==> config.mk <==
export PLATFORM = sky130hd
export DESIGN_NAME = vga_sprite_pipe
export DESIGN_NICKNAME = d
export VERILOG_FILES = /design/src/rtl/vga_sprite_pipe.sv
export SDC_FILE = /design/constraint.sdc
export NUM_CORES = 1
export LEC_CHECK = 0
export CORE_MARGIN = 2
export CORE_UTILIZATION = 58
export DETAILED_ROUTE_END_ITERATION = 7
export PLACE_DENSITY = 0.87
export SLEW_MARGIN = 20
export SYNTH_ARGS = -nofsm -noshare
export SYNTH_HDL_FRONTEND = slang
export SYNTH_SLANG_ARGS = --single-unit
==> constraint.sdc <==
create_clock -name clk -period 12.98 [get_ports clk]
set_clock_uncertainty 0.1 [all_clocks]
set_input_delay 3.894 -clock clk [delete_from_list [all_inputs] [get_ports clk]]
set_output_delay 3.894 -clock clk [all_outputs]
set_load 0.05 [all_outputs]
==> src/rtl/vga_sprite_pipe.sv <==
`default_nettype none
// ============================================================================
// Module   : vga_sprite_pipe
// Purpose  : Overlays one ROM-backed sprite on a VGA pixel stream.
//            The sprite position is sampled once per frame at (hc,vc)=(0,0).
//            The sprite can be zoomed by 2^SCALE in both axes. ROM addresses
//            come from per-line counters rather than a multiplier. The
//            window flag, blank and background colour are delayed so they
//            line up with the ROM data. Total latency from hc/vc/bg_rgb to
//            R/G/B/hit is ROM_LAT+2 cycles.
// Ports    : clk, rst (async, active-high)
//            en               - sprite enable
//            hc, vc           - current pixel coordinates
//            blank            - pixel outside active area
//            pos_x, pos_y     - requested sprite top-left corner
//            bg_rgb           - background colour {R3,G3,B2}
//            mem_value        - ROM data, ROM_LAT cycles after rom_addr
//            rom_addr         - registered ROM address
//            R, G, B, hit     - registered output colour / opaque-texel flag
// Revision : 1.0 - initial release
// ============================================================================
module vga_sprite_pipe #(
  parameter int          IMG_W   = 32,
  parameter int          IMG_H   = 32,
  parameter int          ADDR_W  = 15,
  parameter int          ROM_LAT = 1,
  parameter int          SCALE   = 0,
  parameter logic [7:0]  TRANSP  = 8'hE3
) (
  input  logic              clk,
  input  logic              rst,
  input  logic              en,
  input  logic [10:0]       hc,
  input  logic [10:0]       vc,
  input  logic              blank,
  input  logic [10:0]       pos_x,
  input  logic [10:0]       pos_y,
  input  logic [7:0]        bg_rgb,
  input  logic [7:0]        mem_value,
  output logic [ADDR_W-1:0] rom_addr,
  output logic [2:0]        R,
  output logic [2:0]        G,
  output logic [1:0]        B,
  output logic              hit
);

  localparam int              DLY   = 1 + ROM_LAT;
  localparam int              SL_W  = (SCALE > 0) ? SCALE : 1;
  localparam logic [11:0]     SW    = 12'(IMG_W << SCALE);
  localparam logic [11:0]     SH    = 12'(IMG_H << SCALE);
  localparam logic [ADDR_W-1:0] ROW_STEP = ADDR_W'(IMG_W);

  // Latched frame position
  logic [10:0] x_l;
  logic [10:0] y_l;
  logic        pos_valid;

  // Line counters
  logic [ADDR_W-1:0] row_base;
  logic [SL_W-1:0]   sub_line;
  logic [ADDR_W-1:0] row_base_nxt;
  logic [SL_W-1:0]   sub_line_nxt;
  logic [SL_W-1:0]   sub_inc;
  logic              sub_wrap;

  // In the latch cycle the freshly requested position already governs the
  // window and the row counters, so a sprite at y=0 starts on line 0.
  logic        latch;
  logic [10:0] x_eff;
  logic [10:0] y_eff;
  logic        pv_eff;

  logic [11:0] hc12, vc12, x_lo, x_hi, y_lo, y_hi;
  logic        in_win;
  logic [10:0] dx;
  logic [10:0] col;

  // Alignment shift registers
  logic [DLY-1:0] win_sr;
  logic [DLY-1:0] blank_sr;
  logic [7:0]     bg_sr [DLY];

  assign latch  = (hc == 11'd0) && (vc == 11'd0);
  assign x_eff  = latch ? pos_x : x_l;
  assign y_eff  = latch ? pos_y : y_l;
  assign pv_eff = latch | pos_valid;

  // 12-bit compares keep a window crossing 2047 from wrapping to zero.
  assign hc12 = {1'b0, hc};
  assign vc12 = {1'b0, vc};
  assign x_lo = {1'b0, x_eff};
  assign y_lo = {1'b0, y_eff};
  assign x_hi = x_lo + SW;
  assign y_hi = y_lo + SH;

  assign in_win = pv_eff & en &
                  (hc12 >= x_lo) & (hc12 < x_hi) &
                  (vc12 >= y_lo) & (vc12 < y_hi);

  // Sub-line counter: with no zoom every sprite line advances the row.
  generate
    if (SCALE == 0) begin : g_noscale
      assign sub_inc  = '0;
      assign sub_wrap = 1'b1;
    end else begin : g_scale
      assign sub_inc  = sub_line + SL_W'(1);
      assign sub_wrap = (sub_inc == '0);
    end
  endgenerate

  always_comb begin
    row_base_nxt = row_base;
    sub_line_nxt = sub_line;
    if (hc == 11'd0) begin
      if (vc12 == y_lo) begin
        row_base_nxt = '0;
        sub_line_nxt = '0;
      end else if ((vc12 > y_lo) && (vc12 < y_hi)) begin
        sub_line_nxt = sub_inc;
        if (sub_wrap) begin
          row_base_nxt = row_base + ROW_STEP;
        end
      end
    end
  end

  // The address uses the next row_base so the first pixel of a line (hc==0)
  // already sees that line's row.
  assign dx  = hc - x_eff;
  assign col = dx >> SCALE;

  always_ff @(posedge clk or posedge rst) begin
    if (rst) begin
      x_l       <= '0;
      y_l       <= '0;
      pos_valid <= 1'b0;
      row_base  <= '0;
      sub_line  <= '0;
      rom_addr  <= '0;
    end else begin
      if (latch) begin
        x_l       <= pos_x;
        y_l       <= pos_y;
        pos_valid <= 1'b1;
      end
      row_base <= row_base_nxt;
      sub_line <= sub_line_nxt;
      rom_addr <= in_win ? (row_base_nxt + ADDR_W'(col)) : '0;
    end
  end

  always_ff @(posedge clk or posedge rst) begin
    if (rst) begin
      win_sr   <= '0;
      blank_sr <= '0;
      for (int i = 0; i < DLY; i++) begin
        bg_sr[i] <= '0;
      end
    end else begin
      win_sr   <= {win_sr[DLY-2:0], in_win};
      blank_sr <= {blank_sr[DLY-2:0], blank};
      bg_sr[0] <= bg_rgb;
      for (int i = 1; i < DLY; i++) begin
        bg_sr[i] <= bg_sr[i-1];
      end
    end
  end

  always_ff @(posedge clk or posedge rst) begin
    if (rst) begin
      {R, G, B} <= 8'h00;
      hit       <= 1'b0;
    end else if (blank_sr[DLY-1]) begin
      {R, G, B} <= 8'h00;
      hit       <= 1'b0;
    end else if (win_sr[DLY-1] && (mem_value != TRANSP)) begin
      {R, G, B} <= mem_value;
      hit       <= 1'b1;
    end else begin
      {R, G, B} <= bg_sr[DLY-1];
      hit       <= 1'b0;
    end
  end

endmodule
`default_nettype wire

After elaboration in Yosys (flattened, before gate mapping)
Cells that the tools add are included.
Word-level totals
  register bits: 82
  bits of input ports: 64
  output and inout port bits: 24
  word-level logic and storage cells: 50
Operators by class
  $add $sub $neg: 5
  $lt $le $gt $ge: 5
  eq/ne operators: 2
  muxes and demuxes: 14
  bitwise operators: 6
  reductions and logical operators: 5
Operators by type and width (count)
  2-to-1 mux 15 bit: 4
  adder 11 x 6 -> 12 bit, second input constant: 2
  less-than comparator 11 x 12 -> 1 bit: 2
  greater-or-equal comparator 11 bit: 2
  zero test 11 bit: 2
  2-to-1 mux 11 bit: 2
  adder 15 x 11 -> 15 bit: 1
  adder 15 x 6 -> 15 bit, second input constant: 1
  2-to-1 mux 3 bit: 4
  equality test 11 bit: 1
  > comparator 11 bit: 1
  subtractor 11 bit: 1
  inequality test 8 bit, second input constant: 1
  bitwise AND 1 bit: 5
  2-to-1 mux 2 bit: 2
  logical AND 1 bit: 3
  2-to-1 mux 1 bit: 2
  bitwise OR 1 bit: 1

Depth between registers and ports, before layout
Gate-level depths: netlist of run 1.
  depth after elaboration: 11
  depth in mapped cells: 29
  depth with buffers taken out: 25

Least setup slack after synthesis of run 1
No wires, ideal clock.
  path kind: input -> register
  start point: input vc[6]
  end point: register rom_addr[12]
  library setup time: 0.077 ns
  arrival: 8.908 ns
  data required time: 12.803 ns
  setup slack: 3.894 ns
  stages on the path: 27
  path buffers: 4
  cell sequence: buf_6 > nor4_4 > nand3_1 > nor2_4 > buf_1 > clkbuf_1 > mux2i_1 > ha_1 > nand3_1 > nor2_1 > and3b_2 > and3_2 > clkbuf_1 > nor2b_1 > ha_1 > inv_1 > fa_1 > nor2b_1 > o21ai_0 > nand2b_1 > a21oi_1 > nor2_1 > nor2_1 > o311ai_4 > a31oi_1 > or3_1 > a21oi_1
On the way
  word-level cells in the longest chain between the ends: 11
  elaborated cells on any way between the ends: 25
  those cells by class: add/sub: 4; order compare: 5; eq/ne: 1; mux: 6; bitwise: 6; reduce/logical: 3
Ends and longest elaborated chain
  start: declaration: line 34  | input logic [10:0] vc,
  zero test 11 bit: line 83  | assign latch = (hc == 11'd0) && (vc == 11'd0);
  logical AND 1 bit: line 83
  2-to-1 mux 11 bit
  adder 11 x 6 -> 12 bit: line 94  | assign y_hi = y_lo + SH;
  less-than comparator 11 x 12 -> 1 bit: line 118  | end else if ((vc12 > y_lo) && (vc12 < y_hi)) begin
  logical AND 1 bit: line 118
  2-to-1 mux 15 bit: line 118
  2-to-1 mux 15 bit *: line 115  | if (vc12 == y_lo) begin
  2-to-1 mux 15 bit *: line 114  | if (hc == 11'd0) begin
  net row_base_nxt[0]: line 61  | logic [ADDR_W-1:0] row_base_nxt;
  adder 15 x 11 -> 15 bit *: line 148  | rom_addr <= in_win ? (row_base_nxt + ADDR_W'(col)) : '0;
  2-to-1 mux 15 bit *: line 148
  end signal: assignment: line 148
  end: declaration: line 40  | output logic [ADDR_W-1:0] rom_addr,
The timed path passes the listed nets; every way through them passes the cells marked *.
A chain may end at the register's enable or synchronous reset.

Final worst setup path of run 1
  start point: input hc[6]
  end point: register rom_addr[11]
On the way
  word-level cells in the longest chain between the ends: 11
  elaborated cells on any way between the ends: 25
  those cells by class: add/sub: 4; order compare: 5; eq/ne: 1; mux: 6; bitwise: 6; reduce/logical: 3
Ends and longest elaborated chain
  start: declaration: line 33  | input logic [10:0] hc,
  zero test 11 bit *: line 83, 114
  logical AND 1 bit: line 83
  2-to-1 mux 11 bit
  adder 11 x 6 -> 12 bit: line 94
  less-than comparator 11 x 12 -> 1 bit: line 118
  logical AND 1 bit: line 118
  2-to-1 mux 15 bit: line 118
  2-to-1 mux 15 bit: line 115
  2-to-1 mux 15 bit *: line 114
  net row_base_nxt[1]: line 61
  adder 15 x 11 -> 15 bit *: line 148
  2-to-1 mux 15 bit *: line 148
Marks and branches as above.

==> flow_metrics.py, run 1 <==
metrics = {
    "outcome": {
        "status": "finished, final reports clean",
    },
    "place": {
        "gp_congestion": 0.947,
        "dp.cells": 689,
        "place.detailed.hpwl_mm": 8.64,
        "port_buffers": 87,
        "pre_cts_ws_ps": 2700,
    },
    "die": {
        "ios": 88,
        "die_h_um": 97.4,
        "rows": 34,
        "initial_utilization": 0.589,
        "core_um2": 8590,
        "die_width_um": 97.4,
        "dieArea_um2": 9490,
    },
    "drt": {
        "routed.top_layer": "met4",
        "ant_nets": 0,
        "drt_iter0_drc": 290,
        "detail_route.first_pass.iterations": 4,
        "wl_mm": 11.6,
        "vias": 4134,
        "dr_wl_met2_mm": 5.69,
        "wl_per_cell_um": 16.4,
        "wl_met1_mm": 5.08,
        "dr_wl_met3_um": 612,
        "drcViolationCount": 0,
        "viasPerCell": 5.86,
    },
    "finish": {
        "final_util": 0.727,
        "final_nets": 703,
        "antenna_cells": 0,
        "area_growth_pct": 23.4,
        "instances_no_fill": 705,
        "layout-drive-gt1-share": 0.0871,
        "fill_cells": 608,
    },
    "power": {
        "p_per_area_nw_per_um2": 84.5,
        "p_leak_nw": 2.86,
        "p_comb_frac": 0.156,
        "p_int_mw": 0.372,
        "clkPwrFrac": 0.351,
        "swShare": 0.295,
        "power_switching_mw": 0.156,
        "worst_ir_drop_vdd_mv": 0.0629,
        "seqPwrFrac": 0.494,
    },
    "sta": {
        "max_freq_mhz": 99.5,
        "relSlewSlack": 0.299,
        "finalSetupViolCount": 0,
        "rsz0062_at_grt": "no",
        "worst_slack_ps": 2930,
        "period_needed_ps": 10050,
        "hold_viol_final": 0,
        "setup_tns_ps": 0,
        "tightest_slew_ps": 1050,
        "hold_ws_ps": 254,
        "maxSlewViolCount": 0,
        "fin_crit_sh": 0.775,
    },
    "yosys": {
        "ys_top_cells_by_area": "dfrtp_1 (41%), ha_1 (11%), mux2i_1 (4.5%)",
        "netlist_instances": 499,
        "synthSimpleGateAreaFrac": 0.186,
        "ys_seq_area_frac": 0.405,
        "synth_compound_area_frac": 0.131,
        "yosys.area_share.adder": 0.121,
        "syn-cell-area_um2": 5060,
        "ys_types": 70,
        "postSynthAreaPerCell_um2": 10.1,
        "synth_top_area_share": 0.405,
        "yosys_most_used_dff": "dfrtp_1",
        "synth_seq_cells": 82,
        "yosysWarnings": 0,
        "synth_edf_count": 0,
        "syn_nets": 610,
        "synth.mux.area_fraction": 0.0588,
        "synth_top_area_cell": "dfrtp_1",
        "synthXorXnorAreaFrac": 0.0603,
        "async_flop_share": 1.00,
        "synth_top_family_by_area": "simple AND/OR/NAND/NOR gates",
    },
    "cts": {
        "cts_sinks": 82,
        "cts-root-buf": "clkbuf_8",
        "clkTransAtPathRegs_ps": 100,
        "hold_buffers": 0,
        "tritoncts": "built",
        "post_cts_resized": 0,
        "insertion_delay_ps": 370,
        "cts_setup_buffers": 0,
        "cts_buffer_depth": 2,
        "cts.htree.levels": 3,
        "cts-buffers-inserted": 9,
    },
    "hold_path": {
        "hold_class": "flop to flop",
        "hold_end": "bg_sr[4]",
        "min_path_cells": 0,
        "hp-start": "bg_sr[12]",
    },
    "critical_path": {
        "critical_path_class": "primary input to flop",
        "worstSetupEndpointType": "flop",
        "crit_required_ps": 13180,
        "r2r_slack_ps": 8090,
        "r2r-start": "y_l[7]",
        "cp_data_arrival_time_ps": 10250,
        "timing.rr.end": "rom_addr[11]",
        "critPathLaunchType": "primary input",
        "worstPathMaxFanout": 35,
        "reg2reg_depth": 24,
    },
    "global_route": {
        "grt_pass1_vias": 4184,
        "grt_pass1_wl_mm": 19.6,
        "grt.total_usage": 0.254,
        "antenna_found_initial": 0,
        "grt_max_degree": 83,
        "grt.overflow.total": 0,
    },
    "job": {
        "drv_cap": 0,
    },
}
-- synth_stat cells, types with 4 or more instances --
library cell and number:
dfrtp_1 82, xnor2_1 23, or3_1 5, nand2_1 32, nor2b_1 10, mux2_2 6, o31ai_1 4, nor4_4 4
nor4_1 4, inv_1 39, nand2b_1 4, ha_1 45, xor2_1 10, nand3_1 15, nor2_1 43, a211oi_1 4
and2_1 4, mux2i_1 23, nand4_1 12, o21ai_0 14, a21oi_1 24, a21o_1 7, o21bai_1 4, nor3_1 12
-- layout by cell type, fill, tap and decap left out, types with 3 or more instances in the layout --
| master | Yosys | routed |
|---|---|---|
| o31ai_1 | 4 | 4 |
| nor2b_1 | 10 | 10 |
| a211oi_1 | 4 | 4 |
| and3_2 | 3 | 3 |
| o21ai_1 | 3 | 3 |
| a21o_1 | 7 | 7 |
| xor2_1 | 10 | 10 |
| o21bai_1 | 4 | 4 |
| or3_1 | 5 | 5 |
| o21ai_0 | 14 | 14 |
| clkdlybuf4s50_1 | 0 | 87 |
| nor3_1 | 12 | 12 |
| nor4_1 | 4 | 4 |
| nand3_1 | 15 | 15 |
| and2_1 | 4 | 4 |
| nand2b_1 | 4 | 4 |
| nor2_1 | 43 | 43 |
| nand2_1 | 32 | 32 |
| mux2i_1 | 23 | 23 |
| inv_1 | 39 | 38 |
| ha_1 | 45 | 45 |
| dfrtp_1 | 82 | 82 |
| clkbuf_8 | 0 | 9 |
| a31oi_1 | 3 | 3 |
| a21boi_0 | 3 | 3 |
| a21oi_1 | 24 | 24 |
| xnor2_1 | 23 | 23 |
| mux2_2 | 6 | 6 |
| nor4_4 | 4 | 4 |
| nand4_1 | 12 | 12 |
-- worst max path at each step --
stage               startpoint           end  slack, ps  cells past startpoint
floorplan                vc[6]  rom_addr[12]       3890                     27
global placement         hc[6]  rom_addr[11]       2980                     26
detailed placement       hc[6]  rom_addr[11]       2700                     26
CTS                      hc[6]  rom_addr[11]       3060                     26
global route             hc[6]  rom_addr[11]       2290                     26
finish                   hc[6]  rom_addr[11]       2930                     26
-- power groups by stage --
stage / combinational [mW] / clock (mW) / sequential [mW]
detailed placement: 0.0810 / 0 / 0.266
global route: 0.0896 / 0.198 / 0.261
finish: 0.0821 / 0.185 / 0.261
CTS: 0.0819 / 0.186 / 0.261
global placement: 0.0786 / 0 / 0.266
floorplan: 0.0399 / 0 / 0.270
-- kinds of logic (layout without fill, tap and decap cells) --
group,Yosys count,in the layout
buffers and inverters,46,144
AND/OR/NAND/NOR,168,168
XOR/XNOR,34,34
multiplexers,29,29
AO/OA/AOI/OAI,92,92
adder cells (fa/ha/maj),48,48
flip-flops,82,82
-- routing by layer --
| metal | vias to the layer above | GRT usage |
|---|---|---|
| li1 | 1964 | - |
| met1 | 2002 | 0.327 |
| met2 | 147 | 0.430 |
| met3 | 21 | 0.0432 |
| met4 | 0 | 0.0962 |
| met5 | - | 0 |
-- sequential cells by signal, indices dropped and copies added (netlist names), named ones only --
signal,cells
bg_sr,16
rom_addr,15
row_base,14
x_l,11
y_l,11
G,3
R,3
B,2
blank_sr,2
win_sr,2
hit,1
pos_valid,1
-- cell type report --
type | count | area [um^2] | area share
sequential | 82 | 2050 | 0.328
timing repair buffer | 89 | 890 | 0.142
tap | 108 | 135 | 0.0216
clock buffer | 9 | 124 | 0.0198
multi-input combinational | 371 | 2830 | 0.453
clock inverter | 7 | 70.1 | 0.0112
inverter | 39 | 148 | 0.0236
-- per-stage QoR --
| stage | cell area, um^2 | power, mW |
|---|---|---|
| finish | 6250 | 0.528 |
| global route | 6250 | 0.549 |
| CTS | 6240 | 0.529 |
| detailed placement | 6050 | 0.347 |
| global placement | 6050 | 0.344 |
| floorplan | 5060 | 0.310 |
-- critical path: stages --
cell	delay, ps
clkdlybuf4s50_1	460
nor3_1	400
nand3_2	270
nor2_4	840
mux2_2	430
ha_1	280
nand2b_1	160
nor4_1	240
o21ai_0	130
nand3_1	130
nand4_1	340
nand2_1	260
inv_1	80
ha_1	280
a21o_1	170
a21o_1	190
a21o_1	170
a21oi_1	290
o21bai_1	110
a21o_1	230
nand3_1	100
mux2i_1	110
o21ai_0	220
a21boi_0	140
o21a_1	180
nor3_1	120
(Power assumes the default switching activity.)
==> run 2: changes to the inputs <==
--- a/config.mk
+++ b/config.mk
@@ -6,9 +6,9 @@
 export NUM_CORES = 1
 export LEC_CHECK = 0
 export CORE_MARGIN = 2
-export CORE_UTILIZATION = 58
+export CORE_UTILIZATION = 48
 export DETAILED_ROUTE_END_ITERATION = 7
-export PLACE_DENSITY = 0.87
+export PLACE_DENSITY = 0.76
 export SLEW_MARGIN = 20
 export SYNTH_ARGS = -nofsm -noshare
 export SYNTH_HDL_FRONTEND = slang
==> constraint.sdc (replaced) <==
create_clock -name clk -period 9.04 [get_ports clk]
set_clock_uncertainty 0.1 [all_clocks]
set_input_delay 2.712 -clock clk [delete_from_list [all_inputs] [get_ports clk]]
set_output_delay 2.712 -clock clk [all_outputs]
set_load 0.05 [all_outputs]
==> flow_metrics.py, run 2 (synthesized netlist as in run 1, its figures left out) <==
metrics = {
    "die": {
        "initial_utilization": 0.493,
        "rows": 37,
        "die_h_um": 107,
        "ios": 88,
        "die_width_um": 107,
        "dieArea_um2": 11400,
        "core_um2": 10300,
    },
    "global_route": {
        "grt_max_degree": 83,
        "grt_pass1_vias": 4230,
        "grt.overflow.total": 0,
        "grt.total_usage": 0.223,
        "grt_pass1_wl_mm": 20.2,
        "antenna_found_initial": 0,
    },
    "critical_path": {
        "critPathLaunchType": "primary input",
        "crit_top_cell": "a21o_1",
        "r2r-start": "y_l[7]",
        "critical_path_class": "primary input to flop",
        "worstPathMaxFanout": 14,
        "timing.rr.end": "rom_addr[11]",
        "crit_family": "simple AND/OR/NAND/NOR gates",
        "cp_data_arrival_time_ps": 8570,
        "worstSetupEndpointType": "flop",
        "crit_required_ps": 9220,
        "crit_cells": 27,
        "slowest_delay_ps": 470,
        "critPathSlowestCell": "clkdlybuf4s50_1",
        "reg2reg_depth": 24,
        "path_buf_inv": 3,
        "r2r_slack_ps": 3980,
    },
    "cts": {
        "insertion_delay_ps": 360,
        "cts.htree.levels": 3,
        "cts-buffers-inserted": 9,
        "clkTransAtPathRegs_ps": 90,
        "cts_setup_buffers": 0,
        "tritoncts": "built",
        "cts-root-buf": "clkbuf_8",
        "cts_sinks": 82,
        "cts_buffer_depth": 2,
    },
    "sta": {
        "maxSlewViolCount": 0,
        "finalSetupViolCount": 0,
        "hold_viol_final": 0,
        "setup_tns_ps": 0,
        "relSlewSlack": 0.507,
        "period_needed_ps": 8400,
        "rsz0062_at_grt": "no",
        "fin_crit_sh": 0.929,
        "max_freq_mhz": 119,
        "tightest_slew_ps": 739,
    },
    "power": {
        "worst_ir_drop_vdd_mv": 0.0726,
        "p_per_area_nw_per_um2": 127,
        "p_leak_nw": 2.90,
        "finalPower_mw": 0.807,
    },
    "job": {
        "drv_cap": 0,
    },
    "finish": {
        "regMostFlops": "bg_sr",
        "reg.largest.list": "bg_sr: 16 flops, rom_addr: 15 flops, row_base: 14 flops",
        "final_common_cell": "clkdlybuf4s50_1",
        "largest_register_ffs": 16,
        "final_nets": 706,
        "layout-drive-gt1-share": 0.0950,
        "mostFrequentLayoutCells": "clkdlybuf4s50_1 (87), dfrtp_1 (82), ha_1 (45), nor2_1 (43), inv_1 (38)",
        "final_util": 0.620,
        "area_growth_pct": 25.8,
        "antenna_cells": 0,
    },
    "hold_path": {
        "hold_class": "flop to flop",
        "hold_end": "bg_sr[6]",
        "hp-start": "bg_sr[14]",
        "min_path_cells": 0,
    },
    "outcome": {
        "status": "finished, final reports clean",
    },
    "place": {
        "place.detailed.hpwl_mm": 9.15,
        "gp_congestion": 0.939,
        "port_buffers": 87,
    },
    "drt": {
        "viasPerCell": 5.53,
        "drt_iter0_drc": 276,
        "wl_per_cell_um": 16.4,
        "detail_route.first_pass.iterations": 4,
        "ant_nets": 0,
        "drcViolationCount": 0,
        "vias": 4073,
        "wl_mm": 12.1,
    },
}
run 2: changes by cell type in the layout (fill, tap and decap cells not counted), sizes merged:
cell,delta
clkbuf,+1
clkinv,-3
bufinv,+2
buf,+3
run 2: timing repair:
action,CTS,global route
gates resized for setup,0,1
endpoints found under the setup margin,0,1
hold buffers,0,0
run 2: cell type report:
class / count / area (um^2)
fillers: 873 / 3910
multi-input cells: 371 / 2850
flip-flops and latches: 82 / 2050
repair buffers: 92 / 912
well taps: 136 / 170
inverters: 39 / 148
clock buffers: 10 / 138
clock inverters: 6 / 96.3
run 2: per-stage QoR:
step,cell area (um^2),worst slack (ps),hold slack [ps],std cells
after floorplan,5060,1140,231,499
after global placement,6120,668,232,720
after detailed placement,6120,344,235,720
after CTS,6350,600,255,736
after global routing,6370,90.1,260,736
final,6370,642,253,736
run 2: power by group:
group	internal [mW]	switching, mW	total [mW]
Combinational	0.0561	0.0634	0.119
Clock	0.167	0.146	0.313
Sequential	0.372	0.00234	0.375
Total	0.595	0.212	0.807
run 2: worst register-to-register path, stage by stage (launching register included):
cell and delay [ps]:
dfrtp_1 480, nand3_1 150, nor2_1 250, nand2_1 110
xnor2_1 130, o21ai_0 190, ha_1 280, nand2_1 90
or3_1 110, a21oi_1 60, nor4_1 450, nor2_1 140
a211oi_2 410, xnor2_1 170, nor2_1 80, ha_1 290
inv_1 70, o21bai_1 140, a21o_1 190, nand3_1 90
mux2i_1 260, o21ai_0 160, a21boi_0 310, nor3_1 80
nor3_1 200
run 2: worst max path at each step:
stage | startpoint | slack (ps) | to
floorplan | vc[6] | 1140 | rom_addr[12]
global placement | vc[6] | 670 | rom_addr[11]
detailed placement | hc[8] | 340 | rom_addr[11]
CTS | hc[8] | 600 | rom_addr[11]
global route | hc[1] | 90 | rom_addr[11]
finish | hc[3] | 640 | rom_addr[11]
run 2: routing by layer:
layer	wire (um)	vias up	track usage
met5	0	-	0
met4	296	0	0.0751
met1	5390	1968	0.294
li1	-	1966	-
met2	5950	109	0.371
met3	469	30	0.0407
==> run 3: changes to the inputs <==
--- a/config.mk
+++ b/config.mk
@@ -5,11 +5,11 @@
 export SDC_FILE = /design/constraint.sdc
 export NUM_CORES = 1
 export LEC_CHECK = 0
+export CAP_MARGIN = 5
 export CORE_MARGIN = 2
 export CORE_UTILIZATION = 48
 export DETAILED_ROUTE_END_ITERATION = 7
 export PLACE_DENSITY = 0.76
-export SLEW_MARGIN = 20
 export SYNTH_ARGS = -nofsm -noshare
 export SYNTH_HDL_FRONTEND = slang
 export SYNTH_SLANG_ARGS = --single-unit
==> flow_metrics.py, run 3 (synthesized netlist as in run 1, its figures left out) <==
metrics = {
    "outcome": {
        "status": "finished, final reports clean",
    },
    "finish": {
        "final_common_cell": "clkdlybuf4s50_1",
        "antenna_cells": 0,
        "fill_cells": 875,
        "largest_register_ffs": 16,
        "reg.largest.list": "bg_sr: 16 flops, rom_addr: 15 flops, row_base: 14 flops",
        "layout-drive-gt1-share": 0.0950,
        "regMostFlops": "bg_sr",
        "mostFrequentLayoutCells": "clkdlybuf4s50_1 (87), dfrtp_1 (82), ha_1 (45), nor2_1 (43), inv_1 (38)",
        "area_growth_pct": 25.5,
        "final_nets": 706,
    },
    "global_route": {
        "antenna_found_initial": 0,
        "grt_pass1_wl_mm": 20.2,
        "grt_pass1_vias": 4230,
        "grt.overflow.total": 0,
        "grt.total_usage": 0.223,
        "grt_max_degree": 83,
    },
    "sta": {
        "period_needed_ps": 8380,
        "maxSlewViolCount": 0,
        "fin_crit_sh": 0.927,
        "relSlewSlack": 0.240,
        "hold_ws_ps": 251,
        "setup_tns_ps": 0,
        "rsz0062_at_grt": "no",
        "tightest_slew_ps": 1130,
        "finalSetupViolCount": 0,
        "hold_viol_final": 0,
        "worst_slack_ps": 664,
        "max_freq_mhz": 119,
    },
    "place": {
        "port_buffers": 87,
        "gp_congestion": 0.939,
        "place.detailed.hpwl_mm": 9.15,
        "pre_cts_ws_ps": 344,
    },
    "drt": {
        "viasPerCell": 5.53,
        "drt_iter0_drc": 279,
        "detail_route.first_pass.iterations": 4,
        "wl_mm": 12.0,
        "wl_per_cell_um": 16.3,
        "drcViolationCount": 0,
        "vias": 4067,
        "ant_nets": 0,
    },
    "die": {
        "dieArea_um2": 11400,
        "die_width_um": 107,
        "ios": 88,
        "die_h_um": 107,
        "rows": 37,
        "core_um2": 10300,
        "initial_utilization": 0.493,
    },
    "cts": {
        "insertion_delay_ps": 360,
        "cts.htree.levels": 3,
        "cts-root-buf": "clkbuf_8",
        "hold_buffers": 0,
        "clkTransAtPathRegs_ps": 100,
        "tritoncts": "built",
        "cts_sinks": 82,
        "cts-buffers-inserted": 9,
        "cts_buffer_depth": 2,
        "cts_setup_buffers": 0,
    },
    "critical_path": {
        "critPathLaunchType": "primary input",
        "critical_path_class": "primary input to flop",
        "worstPathMaxFanout": 14,
        "critPathSlowestCell": "clkdlybuf4s50_1",
        "crit_family": "simple AND/OR/NAND/NOR gates",
        "path_buf_inv": 3,
        "slowest_delay_ps": 470,
        "worstSetupEndpointType": "flop",
        "r2r-start": "y_l[7]",
        "cp_data_arrival_time_ps": 8550,
        "crit_top_cell": "a21o_1",
        "cp-startpoint": "hc[3]",
        "crit_required_ps": 9210,
    },
    "power": {
        "p_per_area_nw_per_um2": 127,
        "worst_ir_drop_vdd_mv": 0.0726,
        "p_leak_nw": 2.90,
        "finalPower_mw": 0.807,
    },
    "hold_path": {
        "hold_class": "flop to flop",
        "hp-start": "bg_sr[14]",
    },
    "job": {
        "drv_cap": 0,
    },
}
==> run 3: timing repair <==
action | in CTS | in global routing
setup endpoints to repair | 0 | 1
gates resized for setup | 0 | 1
hold endpoints to repair | 0 | 0
==> run 3: path summary, 6_finish.rpt <==
kind / to / slack (ps) / depth (start not counted)
setup / recovery: rom_addr[11] / 660 / 27
hold / removal: bg_sr[6] / 250 / 0
setup reg to reg: rom_addr[11] / 4010 / 24
hold reg to reg: bg_sr[6] / 250 / 0
max in group asynchronous: win_sr[1] / 5290 / 3
min in group asynchronous: y_l[9] / 2920 / 3
==> run 3: where the power goes <==
part / switching, mW / internal [mW] / leakage (nW)
Combinational: 0.0630 / 0.0559 / 1.70
Clock: 0.146 / 0.167 / 0.115
Sequential: 0.00232 / 0.372 / 1.09
==> run 3: area by class of cell <==
cell class | count | area [um^2] | area share
multi-input cells | 371 | 2840 | 0.447
clock buffers | 10 | 138 | 0.0217
clock inverters | 6 | 96.3 | 0.0152
flip-flops and latches | 82 | 2050 | 0.323
inverters | 39 | 148 | 0.0232
repair buffers | 92 | 908 | 0.143
well taps | 136 | 170 | 0.0268
==> run 3: through the flow <==
step                cell area [um^2]   util  cells
floorplan                       5060      -    499
global placement                6120  0.595    720
detailed placement              6120  0.595    720
CTS                             6350  0.618    736
global route                    6350  0.618    736
finish                          6350  0.618    736
==> run 3: per-layer routing <==
| metal | routed length [um] | share of wire | vias to the layer above | track usage |
|---|---|---|---|---|
| li1 | - | - | 1974 | - |
| met1 | 5430 | 0.45 | 1966 | 0.294 |
| met2 | 5890 | 0.49 | 93 | 0.371 |
| met3 | 387 | 0.032 | 34 | 0.0407 |
| met4 | 322 | 0.027 | 0 | 0.0751 |
| met5 | 0 | 0 | - | 0 |
